[src/rtl/usb_proto_defs.sv]
// rtl/usb_proto_defs.sv - FT245 link protocol definitions shared by uplink and downlink
package usb_proto_defs;

  localparam logic [7:0] SYNC_BYTE = 8'hC3;
  localparam int         FRAME_LEN = 6;

  typedef enum logic [2:0] {F_SYNC, F_AH, F_AL, F_DH, F_DL, F_SUM} frame_state_e;

  typedef enum logic [1:0] {B_IDLE, B_REQ, B_STROBE, B_RECOVER} byte_state_e;

  typedef enum logic [1:0] {
    PKT_ADDR   = 2'b00,
    PKT_READ   = 2'b01,
    PKT_WRITE  = 2'b10,
    PKT_TSTAMP = 2'b11
  } pkt_type_e;

  function automatic logic [7:0] sum8(input logic [7:0] a, input logic [7:0] b);
    return a + b;
  endfunction

endpackage

[src/rtl/ft245_rx_byte.sv]
// rtl/ft245_rx_byte.sv - FT245 receive FIFO byte reader with bus arbitration and RD# timing
module ft245_rx_byte
  import usb_proto_defs::*;
#(
  parameter int RD_LOW_CYCLES  = 4,
  parameter int RD_HIGH_CYCLES = 5
) (
  input  logic       mclk,
  input  logic       reset_n,
  input  logic [7:0] usb_d_in,
  input  logic       usb_rxf_n,
  output logic       usb_rd_n,
  output logic       bus_req,
  input  logic       bus_grant,
  output logic [7:0] byte_data,
  output logic       byte_valid
);

  localparam int MAXC = (RD_LOW_CYCLES > RD_HIGH_CYCLES) ? RD_LOW_CYCLES : RD_HIGH_CYCLES;
  localparam int CW   = $clog2(MAXC + 1);

  byte_state_e   state_q;
  logic          rxf_meta_q, rxf_sync_q;
  logic [CW-1:0] cnt_q;
  logic          rd_n_q, req_q, valid_q;
  logic [7:0]    data_q;

  always_ff @(posedge mclk or negedge reset_n) begin
    if (!reset_n) begin
      state_q    <= B_IDLE;
      rxf_meta_q <= 1'b1;
      rxf_sync_q <= 1'b1;
      cnt_q      <= '0;
      rd_n_q     <= 1'b1;
      req_q      <= 1'b0;
      valid_q    <= 1'b0;
      data_q     <= 8'h00;
    end else begin
      rxf_meta_q <= usb_rxf_n;
      rxf_sync_q <= rxf_meta_q;
      valid_q    <= 1'b0;
      case (state_q)
        B_IDLE: begin
          if (!rxf_sync_q) begin
            req_q   <= 1'b1;
            state_q <= B_REQ;
          end
        end
        B_REQ: begin
          if (bus_grant) begin
            rd_n_q  <= 1'b0;
            cnt_q   <= '0;
            state_q <= B_STROBE;
          end
        end
        // Grant is no longer consulted once the strobe has started.
        B_STROBE: begin
          if (cnt_q == CW'(RD_LOW_CYCLES - 1)) begin
            data_q  <= usb_d_in;
            valid_q <= 1'b1;
            rd_n_q  <= 1'b1;
            cnt_q   <= '0;
            state_q <= B_RECOVER;
          end else begin
            cnt_q <= cnt_q + CW'(1);
          end
        end
        B_RECOVER: begin
          if (cnt_q == CW'(RD_HIGH_CYCLES - 1)) begin
            req_q   <= 1'b0;
            state_q <= B_IDLE;
          end else begin
            cnt_q <= cnt_q + CW'(1);
          end
        end
        default: state_q <= B_IDLE;
      endcase
    end
  end

  assign usb_rd_n   = rd_n_q;
  assign bus_req    = req_q;
  assign byte_data  = data_q;
  assign byte_valid = valid_q;

endmodule

[src/rtl/usb_cmd_rx.sv]
// rtl/usb_cmd_rx.sv - host command receiver: frames FT245 bytes into checksummed config writes
module usb_cmd_rx
  import usb_proto_defs::*;
#(
  parameter int         RD_LOW_CYCLES  = 4,
  parameter int         RD_HIGH_CYCLES = 5,
  parameter int         TIMEOUT_CYCLES = 65535,
  parameter logic [7:0] SYNC_BYTE      = usb_proto_defs::SYNC_BYTE
) (
  input  logic        mclk,
  input  logic        reset_n,
  input  logic [7:0]  usb_d_in,
  input  logic        usb_rxf_n,
  output logic        usb_rd_n,
  output logic        bus_req,
  input  logic        bus_grant,
  output logic [15:0] config_addr,
  output logic [15:0] config_data,
  output logic        config_strobe,
  output logic [7:0]  err_count,
  output logic        rx_busy
);

  logic [7:0] byte_data;
  logic       byte_valid;

  ft245_rx_byte #(
    .RD_LOW_CYCLES (RD_LOW_CYCLES),
    .RD_HIGH_CYCLES(RD_HIGH_CYCLES)
  ) u_rx_byte (
    .mclk      (mclk),
    .reset_n   (reset_n),
    .usb_d_in  (usb_d_in),
    .usb_rxf_n (usb_rxf_n),
    .usb_rd_n  (usb_rd_n),
    .bus_req   (bus_req),
    .bus_grant (bus_grant),
    .byte_data (byte_data),
    .byte_valid(byte_valid)
  );

  frame_state_e fstate_q;
  logic [7:0]   addr_hi_q, addr_lo_q, data_hi_q, data_lo_q, sum_q;
  logic [15:0]  tmo_q;
  logic [15:0]  cfg_addr_q, cfg_data_q;
  logic         strobe_q;
  logic [7:0]   err_q, err_d;
  logic         bad_sync, bad_sum, timeout, err_event;

  // Timeout needs an idle cycle, so it can never coincide with a checksum error.
  always_comb begin
    bad_sync  = byte_valid && (fstate_q == F_SYNC) && (byte_data != SYNC_BYTE);
    bad_sum   = byte_valid && (fstate_q == F_SUM) && (sum8(sum_q, byte_data) != 8'h00);
    timeout   = !byte_valid && (fstate_q != F_SYNC) && (tmo_q == 16'(TIMEOUT_CYCLES - 1));
    err_event = bad_sync || bad_sum || timeout;
    err_d     = (err_event && (err_q != 8'hFF)) ? err_q + 8'd1 : err_q;
  end

  always_ff @(posedge mclk or negedge reset_n) begin
    if (!reset_n) begin
      fstate_q   <= F_SYNC;
      addr_hi_q  <= 8'h00;
      addr_lo_q  <= 8'h00;
      data_hi_q  <= 8'h00;
      data_lo_q  <= 8'h00;
      sum_q      <= 8'h00;
      tmo_q      <= 16'h0000;
      cfg_addr_q <= 16'h0000;
      cfg_data_q <= 16'h0000;
      strobe_q   <= 1'b0;
      err_q      <= 8'h00;
    end else begin
      strobe_q <= 1'b0;
      err_q    <= err_d;
      if (byte_valid || (fstate_q == F_SYNC) || timeout) tmo_q <= 16'h0000;
      else                                                tmo_q <= tmo_q + 16'd1;
      if (timeout) begin
        fstate_q <= F_SYNC;
      end else if (byte_valid) begin
        case (fstate_q)
          F_SYNC: if (!bad_sync) fstate_q <= F_AH;
          F_AH: begin
            addr_hi_q <= byte_data;
            sum_q     <= byte_data;
            fstate_q  <= F_AL;
          end
          F_AL: begin
            addr_lo_q <= byte_data;
            sum_q     <= sum8(sum_q, byte_data);
            fstate_q  <= F_DH;
          end
          F_DH: begin
            data_hi_q <= byte_data;
            sum_q     <= sum8(sum_q, byte_data);
            fstate_q  <= F_DL;
          end
          F_DL: begin
            data_lo_q <= byte_data;
            sum_q     <= sum8(sum_q, byte_data);
            fstate_q  <= F_SUM;
          end
          F_SUM: begin
            if (!bad_sum) begin
              cfg_addr_q <= {addr_hi_q, addr_lo_q};
              cfg_data_q <= {data_hi_q, data_lo_q};
              strobe_q   <= 1'b1;
            end
            fstate_q <= F_SYNC;
          end
          default: fstate_q <= F_SYNC;
        endcase
      end
    end
  end

  assign config_addr   = cfg_addr_q;
  assign config_data   = cfg_data_q;
  assign config_strobe = strobe_q;
  assign err_count     = err_q;
  assign rx_busy       = (fstate_q != F_SYNC);

endmodule

[config.mk]
export PLATFORM = sky130hd
export DESIGN_NAME = usb_cmd_rx
export DESIGN_NICKNAME = d
export VERILOG_FILES = /design/src/rtl/usb_proto_defs.sv /design/src/rtl/ft245_rx_byte.sv /design/src/rtl/usb_cmd_rx.sv
export SDC_FILE = /design/constraint.sdc
export NUM_CORES = 1
export LEC_CHECK = 0
export ABC_AREA = 1
export BUFFER_PORTS_ARGS = -buffer_cell sky130_fd_sc_hd__buf_2
export CAP_MARGIN = 20
export CORE_ASPECT_RATIO = 1.25
export CORE_MARGIN = 3
export CORE_UTILIZATION = 48
export CTS_CLUSTER_DIAMETER = 200
export DETAILED_ROUTE_END_ITERATION = 10
export PLACE_DENSITY = 0.75
export SYNTH_ARGS = -nofsm -noshare
export SYNTH_HDL_FRONTEND = slang
export SYNTH_SLANG_ARGS = --single-unit
export TNS_END_PERCENT = 100
[constraint.sdc]
create_clock -name mclk -period 3.5 [get_ports mclk]
set_input_delay 0.35 -clock mclk [delete_from_list [all_inputs] [get_ports mclk]]
set_output_delay 0.35 -clock mclk [all_outputs]
set_load 0.01 [all_outputs]
==> results of run 1 <==
## per-layer routing
| layer | GRT usage, % | wire (microns) |
|---|---|---|
| met4 | 9.08 | 335 |
| met1 | 24.2 | 4710 |
| met5 | 0 | 0 |
| met2 | 33.5 | 6000 |
| met3 | 5.13 | 629 |
## cell usage after synthesis (2+ instances only)
cell type | number | share of area (%)
a211oi_1 | 3 | 0.41
a21oi_1 | 8 | 0.73
a31oi_1 | 3 | 0.34
buf_2 | 4 | 0.37
buf_6 | 2 | 0.41
clkbuf_1 | 8 | 0.55
dfrtp_1 | 115 | 53
dfstp_2 | 3 | 1.4
ha_1 | 19 | 4.4
inv_1 | 86 | 5.9
inv_2 | 4 | 0.28
nand2_1 | 178 | 12
nand2_2 | 5 | 0.57
nand3_1 | 28 | 2.6
nand4_1 | 6 | 0.69
nor2_1 | 38 | 2.6
nor3_1 | 8 | 0.73
o21ai_0 | 81 | 7.4
o21ai_2 | 4 | 0.64
o21bai_1 | 2 | 0.28
xnor2_1 | 3 | 0.48
xor2_1 | 7 | 1.1
## logic make-up after synthesis
group | Yosys count | synth area share [%]
compound gates | 107 | 10.6
fa+ha+maj | 20 | 4.73
xor+xnor | 10 | 1.61
flops | 118 | 54.2
simple gates | 273 | 21.2
buf+inv | 105 | 7.60
## final cells by class
class	instances	area share, %
Tap cell	132	2.57
Clock buffer	22	6.92
Clock inverter	10	1.72
Sequential cell	118	46.1
Multi-Input combinational cell	410	32.4
Inverter	91	5.32
Timing Repair Buffer	60	4.95
## power by group through the flow
stage                     combinational (mW)  sequential, mW  clock (mW)
after floorplan                        0.773            1.68           0
after global placement                 0.973            1.74           0
after detailed placement                1.02            1.75           0
after CTS                               1.03            1.73        1.65
after global routing                    1.21            1.75        1.72
final                                   1.03            1.73        1.62
## worst max-delay path: cells and delay by family, from the launching register on
kind	cells	cell delay [ns]
AND/OR/NAND/NOR	6	0.88
adder cells (fa/ha/maj)	2	0.72
buffers and inverters	2	0.42
flip-flops	1	0.45
AO/OA/AOI/OAI	1	0.23
## stage by stage
| step | hold slack, ns | total power, mW |
|---|---|---|
| finish | 0.0298 | 4.38 |
| global route | 0.0253 | 4.68 |
| CTS | 0.0185 | 4.41 |
| detailed placement | 0.349 | 2.77 |
| global placement | 0.348 | 2.71 |
| floorplan | 0.0544 | 2.45 |
## state kept, by name (all words and copies together) (netlist names), 2 cells and up
register,count
addr_hi_q,8
addr_lo_q,8
config_addr,16
config_data,16
data_hi_q,8
data_lo_q,8
err_count,8
fstate_q,3
sum_q,8
tmo_q,16
u_rx_byte.byte_data,8
u_rx_byte.cnt_q,3
u_rx_byte.state_q,2
## cell usage in the layout (no fill, tap or decap), types with 6 or more instances in the layout
cell type	count
o21ai_0	81
nor2_1	38
nand3_1	28
dfrtp_1	115
a21oi_1	8
xor2_1	7
inv_1	86
buf_2	54
clkbuf_16	17
nand2_1	178
ha_1	19
nor3_1	8
nand4_1	6
## how the worst min path moves through the flow
stage / start / end / slack, ns / cells after the start
2_1_floorplan: reset_n / addr_hi_q[0] / 0.05 / 0
3_3_place_gp: u_rx_byte.rxf_meta_q / u_rx_byte.rxf_sync_q / 0.35 / 0
3_5_place_dp: u_rx_byte.rxf_meta_q / u_rx_byte.rxf_sync_q / 0.35 / 0
4_1_cts: usb_rxf_n / u_rx_byte.rxf_meta_q / 0.02 / 1
5_1_grt: usb_rxf_n / u_rx_byte.rxf_meta_q / 0.03 / 1
6_report: usb_rxf_n / u_rx_byte.rxf_meta_q / 0.03 / 1
==> results by group, run 1 <==
Setup path
  – Crit Path Max Fanout: 38
  – Worst reg2reg startpoint: u_rx_byte.byte_data[0]
  – Setup crit start: u_rx_byte.byte_data[0]
  – Crit path capture type: flop
  – Critical R2R Capture: config_data[2]
  – Worst Setup Start Kind: flop
  – Worst EP required: ~3.8 ns
  – Critical path class: reg2reg
  – Arrival time at the worst endpoint: around 3.1 ns
  – Slowest library cell on the worst path: dfrtp_1
  – Reg2reg setup slack: about 0.70 ns
  – Critical-path cell list: ha_1 > fa_1 > or2_2 > nor2_1 > nand3_1 > nor2_1 > nand2_1 > inv_2 > nand2_2 > buf_4 > o21ai_0
  – Cell mode on critical path: nor2_1
  – R2R cell count: 11
  – CP max stage delay: around 0.45 ns
  – Crit path to: config_data[2]

Route
  – Total wire length: between 10000 and 15000 microns
  – DRT iter0 DRCs: between 200 and 250
  – DRC: 0
  – First-pass DRT Iterations: 5
  – Number of routed nets with antenna violations: 0
  – Vias: between 4000 and 5000
  – DR WL/cell: 13.8 microns
  – Via-to-Cell Ratio: between 5 and 6

Clock network
  – Clk sinks: between 100 and 150
  – Total CTS buffers: 17
  – Root Buffer Master: clkbuf_16
  – H-tree depth: 4
  – CTS Hold Bufs: 1
  – Clock latency on the worst-skew pair: 0.41 ns
  – Clk slew on worst S/H paths: roughly 0.060 ns
  – Post_cts resized: 0
  – CTS tree: built
  – Setup Fix Bufs, Post-CTS: 0
  – CTS Buffer Depth: 2

Global routing
  – GR Overflow Total: 0
  – Global-route wire length before repair: between 20000 and 25000 microns
  – Initial antenna violation count: 0
  – Vias in the first global route: approximately 4400
  – Largest net degree at the start of global routing: 47
  – GRT Overall Usage: roughly 20%

Worst hold path
  – Hold Path Class: in2reg

STA
  – Measured slew at the worst slew-check pin: roughly 0.86 ns
  – Hold Vio Cnt, Final: 0
  – Clk_skew: 0.00843 ns
  – RSZ-0062 raised after global routing: false
  – Setup violations, final: 0
  – Final Max Tran Viols: 0
  – Final Cycle Share: around four fifths
  – Fmax: 0.357 GHz
  – Final TNS setup: 0 ns
  – Worst slew margin: a little over two fifths
  – Final WS setup: 0.698 ns
  – Final Critical Period: 2.80 ns

Power
  – Int Pwr: 2.92 mW
  – Sw frac: approximately 33%
  – P_sw: between 1 and 1.5 mW
  – Worst vdd ir: 0.000300 V
  – Proportion of power drawn by the clock network: between 30% and 40%
  – Lkg Pwr: around 3.3 nW
  – Pwr per Cell Area: around 700 nW/um^2
  – Flop pwr share: about two fifths
  – Gate power share: a little under a quarter

Floorplanning
  – Core area: 10800 sq um
  – Die W: slightly above 100 microns
  – Die footprint: 12700 sq um
  – Die Y: approximately 130 microns
  – Row count: 42
  – Starting density of the core: approximately half
  – I/O Pins: 56

Job
  – Maxcap violations: 0

Synthesis
  – Synthesized flop and latch total: 118
  – Mapped Area: about 5500 sq um
  – EDFF count, synth: 0
  – Netlist cell types: 40
  – Register area share after synthesis: a little over half
  – Post-Syn Nets: between 600 and 700
  – Post-synth ARST share: 100%
  – Post-synth top flop: dfrtp_1
  – YS warnings: 0
  – Syn_area_per_cell: ~8.6 sq um
  – Synthesized instance count: 633

Layout
  – Fill count: roughly 900
  – Multi-input logic area: 2080 sq um
  – Layout net count: 730
  – Share of post-route cells with drive strength above 1: ~15%
  – Sequential Area: 2960 sq um
  – Layout Cells excl Fill: between 800 and 900
  – Area Overhead vs Synth: 17.7%
  – Final Core Density: 59.3%
  – ANT cells: 0
  – Design area: between 6000 and 7000 sq um

Placed design
  – Inst Count DP: 810
  – Post-DP HPWL: 8280 microns
  – Final weighted congestion in routability-driven placement: roughly 0.84
  – Setup WS pre-CTS: around 0.72 ns
  – Placement Cell Area: around 6000 sq um
  – IO buf count: between 50 and 60

Run status
  – Status: finished, final reports clean
(Power assumes the default switching activity.)
==> inputs of run 2 (changes only) <==
Settings changed: PLACE_DENSITY 0.75 to 0.78.
Clock period 3.5 ns to 2.5 ns, I/O delays scaled along.
==> results by group, run 2 (synthesis results as in run 1) <==
Run status
  – Status: finished, final reports clean

Setup path
  – Crit Path Max Fanout: 15
  – Critical path class: reg2reg
  – Crit path capture type: flop
  – Worst EP required: around 2.8 ns
  – Reg2reg setup slack: ~0.16 ns
  – Arrival time at the worst endpoint: approximately 2.7 ns
  – Worst Setup Start Kind: flop

Power
  – Worst vdd ir: about 0.00053 V
  – Lkg Pwr: 3.40 nW
  – Pwr per Cell Area: roughly 1000 nW/um^2

Global routing
  – Largest net degree at the start of global routing: roughly 120
  – Global-route wire length before repair: around 21000 microns
  – Initial antenna violation count: 0
  – Vias in the first global route: roughly 4500
  – GRT Overall Usage: approximately a fifth
  – GR Overflow Total: 0

Layout
  – Fill count: 885
  – Layout Cells excl Fill: roughly 850
  – Most common cell after layout, fill and taps aside: nand2_1
  – ANT cells: 0
  – Layout net count: ~740
  – Share of post-route cells with drive strength above 1: between 10% and 20%
  – Area Overhead vs Synth: 21.9%
  – Design area: approximately 6600 sq um
  – Sequential Area: between 2000 and 3000 sq um
  – Multi-input logic area: between 2000 and 2500 sq um
  – Commonest non-fill, non-tap cells in the layout: 178 x nand2_1, 115 x dfrtp_1, 86 x inv_1

Placed design
  – Placement Cell Area: just under 6000 sq um
  – IO buf count: between 50 and 60
  – Post-DP HPWL: slightly below 8000 microns
  – Inst Count DP: slightly above 800
  – Final weighted congestion in routability-driven placement: slightly above 0.8

Clock network
  – Total CTS buffers: 17
  – Clk slew on worst S/H paths: about 0.060 ns
  – H-tree depth: 4
  – Clk sinks: around 120
  – Root Buffer Master: clkbuf_16
  – CTS Buffer Depth: 2
  – Clock latency on the worst-skew pair: 0.41 ns
  – Setup Fix Bufs, Post-CTS: 0
  – CTS tree: built

STA
  – Clk_skew: between 0.01 and 0.015 ns
  – Fmax: approximately 0.43 GHz
  – Final Max Tran Viols: 0
  – Setup violations, final: 0
  – Final Cycle Share: 93.7%
  – Final Critical Period: 2.34 ns
  – Measured slew at the worst slew-check pin: about 0.88 ns
  – Worst slew margin: around 41%
  – Hold Vio Cnt, Final: 0

Floorplanning
  – Die Y: approximately 130 microns
  – Die W: around 100 microns
  – Row count: 42
  – Die footprint: 12700 sq um
  – Starting density of the core: 50.3%
  – I/O Pins: between 50 and 60
  – Core area: about 11000 sq um

Route
  – DR WL/cell: between 10 and 15 microns
  – Highest routed layer: met4
  – DRC: 0
  – Met3 wire length: between 500 and 600 microns
  – Total wire length: ~12000 microns
  – Wl on met1: roughly 5000 microns
  – DRT iter0 DRCs: roughly 220
  – Vias: 4443
  – First-pass DRT Iterations: 5
  – Number of routed nets with antenna violations: 0
  – Met2 wire len: ~6500 microns
  – Via-to-Cell Ratio: between 5 and 6

Job
  – Maxcap violations: 0

Worst hold path
  – Hold Path Class: in2reg
==> run 2: cell count changes in the layout (fill, tap and decap cells not counted), moves of 3 or more <==
| cell | before | now |
|---|---|---|
| ha_1 | 19 | 16 |
| inv_6 | 0 | 3 |
| clkbuf_1 | 5 | 1 |
| clkinv_4 | 0 | 5 |
| clkinv_2 | 4 | 0 |
| clkinvlp_4 | 4 | 1 |
==> run 2: cell type report <==
cell class                      instances  share of cell area, %
Clock buffer                           20                   6.87
Clock inverter                         12                   2.52
Inverter                               91                   5.18
Multi-Input combinational cell        410                   31.8
Sequential cell                       118                   44.5
Tap cell                              132                   2.48
Timing Repair Buffer                   68                   6.68
==> run 2: metrics by stage <==
stage                     power (mW)  util, %  setup TNS [ns]  hold WS (ns)  setup slack (ns)
after global routing            6.95     61.4         -0.0138        0.0564           -0.0138
after floorplan                 3.43        -               0       -0.0456             0.210
after detailed placement        3.92     54.6               0         0.351             0.152
final                           6.51     61.4               0        0.0503             0.157
after global placement          3.84     54.6               0         0.348             0.210
after CTS                       6.50     60.5               0        0.0364             0.127
==> run 2: per-layer routing <==
layer / GRT usage [%] / vias up
li1: - / 2164
met5: 0 / -
met1: 24.3 / 2135
met4: 9.08 / 0
met2: 34.7 / 117
met3: 4.46 / 27
==> run 2: repair_timing <==
action,4_1_cts,5_1_grt
gates resized for setup,0,7
endpoints found under the setup margin,0,13
hold buffers,2,0
endpoints found under the hold margin,116,0
==> run 2: critical path, cell delays in order (launching register included) <==
cell and delay (ns):
dfrtp_1 0.38, ha_2 0.20, fa_1 0.44, or2_2 0.30, nor2_1 0.10, nand3_1 0.08
nor2_1 0.09, nand2_1 0.08, inv_2 0.07, nand2_4 0.10, buf_12 0.20, o21ai_0 0.21
==> run 2: where the power goes <==
part           total (mW)  switching (mW)  internal, mW  leakage (nW)
Combinational        1.59            1.02         0.574          1.51
Sequential           2.37           0.233          2.14          1.59
Clock                2.55           0.915          1.64         0.302
Total                6.51            2.17          4.35          3.40
==> run 2: path summary, 6_finish.rpt <==
| path | start | to | cells past startpoint |
|---|---|---|---|
| worst max register to register | u_rx_byte.byte_data[0] | config_addr[6] | 11 |
| worst min-delay path | usb_d_in[7] | u_rx_byte.byte_data[7] | 3 |
| max in group asynchronous | reset_n | u_rx_byte.byte_data[7] | 3 |
| worst max-delay path | u_rx_byte.byte_data[0] | config_addr[6] | 11 |
| worst min register to register | u_rx_byte.rxf_meta_q | u_rx_byte.rxf_sync_q | 0 |
| min in group asynchronous | reset_n | config_data[10] | 3 |
==> inputs of run 3 (changes only) <==
Settings changed: CORE_ASPECT_RATIO 1.25 to unset.
==> results by group, run 3 (synthesis results as in run 1) <==
Power
  – Lkg Pwr: about 3.4 nW
  – Worst vdd ir: between 0.0005 and 0.0006 V
  – Proportion of power drawn by the clock network: a little under two fifths
  – Pwr per Cell Area: 952 nW/um^2
  – Pwr Total: between 6 and 7 mW
  – Sw frac: roughly 33%
  – Gate power share: around a quarter
  – Int Pwr: 4.23 mW
  – P_sw: 2.10 mW
  – Flop pwr share: a little under two fifths

Floorplanning
  – I/O Pins: 56
  – Die Y: around 110 microns
  – Die W: about 110 microns
  – Die footprint: 12700 sq um
  – Starting density of the core: roughly half
  – Row count: 38
  – Core area: about 11000 sq um

Placed design
  – Setup WS pre-CTS: 0.166 ns
  – Inst Count DP: around 820
  – IO buf count: 55
  – Final weighted congestion in routability-driven placement: 0.888
  – Post-DP HPWL: slightly below 8000 microns

Global routing
  – Vias in the first global route: 4188
  – GRT Overall Usage: about a fifth
  – GR Overflow Total: 0
  – Largest net degree at the start of global routing: slightly below 80
  – Global-route wire length before repair: 19200 microns
  – Initial antenna violation count: 0

Route
  – DRC: 0
  – DR WL/cell: between 10 and 15 microns
  – Vias: between 4000 and 5000
  – Total wire length: ~12000 microns
  – Via-to-Cell Ratio: 5.17
  – DRT iter0 DRCs: 310
  – First-pass DRT Iterations: 5
  – Number of routed nets with antenna violations: 0

STA
  – Hold Vio Cnt, Final: 0
  – Final Cycle Share: between 90% and 100%
  – Setup violations, final: 0
  – Hold Slack: between 0.04 and 0.05 ns
  – Final WS setup: 0.0395 ns
  – Fmax: slightly above 0.4 GHz
  – Measured slew at the worst slew-check pin: 0.813 ns
  – Final Critical Period: approximately 2.5 ns
  – Clk_skew: 0.0127 ns
  – Final Max Tran Viols: 0
  – Worst slew margin: a little under half

Clock network
  – CTS Buffer Depth: 2
  – Root Buffer Master: clkbuf_16
  – Clk sinks: around 120
  – Clk slew on worst S/H paths: 0.05 ns
  – CTS tree: built
  – Total CTS buffers: 17
  – Clock latency on the worst-skew pair: 0.42 ns
  – H-tree depth: 4

Setup path
  – Worst Setup Start Kind: flop
  – Cell mode on critical path: nand2_1
  – Worst EP required: about 2.8 ns
  – CP max stage delay: 0.47 ns
  – Crit path capture type: flop
  – Crit Path Max Fanout: 8
  – Slowest library cell on the worst path: fa_1
  – Critical-path cell list: ha_2 > fa_1 > or2_2 > nor2_2 > nand3_1 > nor2_1 > nand2_1 > inv_2 > nand2_8 > clkbuf_16 > nand2_1 > o21ai_0
  – Critical path class: reg2reg
  – Arrival time at the worst endpoint: between 2 and 3 ns

Worst hold path
  – Hold Path Class: in2reg

Layout
  – Area Overhead vs Synth: 22.1%
  – Layout net count: 745
  – Most common cell after layout, fill and taps aside: nand2_1
  – Commonest non-fill, non-tap cells in the layout: 178 x nand2_1, 115 x dfrtp_1, 86 x inv_1
  – ANT cells: 0
  – Share of post-route cells with drive strength above 1: between 10% and 20%
  – Layout Cells excl Fill: 864
  – Fill count: between 900 and 1000

Job
  – Maxcap violations: 0

Run status
  – Status: finished, final reports clean
[run 3: changes by cell type in the layout (fill, tap and decap cells not counted), sizes merged]
cell	change
buf	+6
inv	-3
clkbuf	+2
bufinv	-1
clkinvlp	+1
[run 3: worst max-delay path, delay by kind of cell, from the launching register on]
kind                     cells  cell delay (ns)
AO/OA/AOI/OAI                1             0.10
flip-flops                   1             0.38
AND/OR/NAND/NOR              7             0.85
adder cells (fa/ha/maj)      2             0.67
buffers and inverters        2             0.30
[run 3: area by class of cell]
type / instances / area (sq um) / area share (%)
Sequential cell: 118 / 2960 / 44.4
Timing Repair Buffer: 75 / 518 / 7.78
Clock inverter: 9 / 104 / 1.56
Clock buffer: 21 / 460 / 6.92
Tap cell: 140 / 175 / 2.63
Inverter: 91 / 344 / 5.17
Multi-Input combinational cell: 410 / 2100 / 31.5
[run 3: power by group through the flow]
stage                     registers, mW  clock network [mW]  logic, mW
after global routing               2.39                2.46       1.87
after detailed placement           2.39                   0       1.54
after global placement             2.38                   0       1.49
final                              2.36                2.33       1.64
after CTS                          2.36                2.36       1.58
after floorplan                    2.35                   0       1.08
[run 3: final timing paths]
check / from / endpoint / slack, ns / cells after the start
min reg2reg: u_rx_byte.rxf_meta_q / u_rx_byte.rxf_sync_q / 0.36 / 0
max reg2reg: sum_q[0] / config_data[0] / 0.04 / 12
max: sum_q[0] / config_data[0] / 0.04 / 12
max in group asynchronous: reset_n / u_rx_byte.usb_rd_n / 1.64 / 3
min in group asynchronous: reset_n / config_addr[1] / 0.20 / 2
min: usb_d_in[6] / u_rx_byte.byte_data[6] / 0.05 / 3
[run 3: layer usage]
metal	up-vias	GRT usage, %	wire length (microns)
li1	2171	-	-
met2	144	29.6	6060
met1	2123	24.3	5210
met4	0	7.77	314
met5	-	0	0
met3	31	5.66	682
[run 3: what timing repair did]
item | CTS | global route
hold buffers | 2 | 0
setup endpoints to repair | 0 | 15
gates resized for setup | 0 | 5
hold endpoints to repair | 116 | 0
setup buffers | 0 | 3
[run 3: per-stage QoR]
| step | utilization, % | cell area, sq um | setup TNS, ns |
|---|---|---|---|
| after floorplan | - | 5450 | 0 |
| after global placement | 54.0 | 5930 | 0 |
| after detailed placement | 54.0 | 5930 | 0 |
| after CTS | 59.3 | 6520 | 0 |
| after global routing | 60.6 | 6660 | -0.928 |
| final | 60.6 | 6660 | 0 |
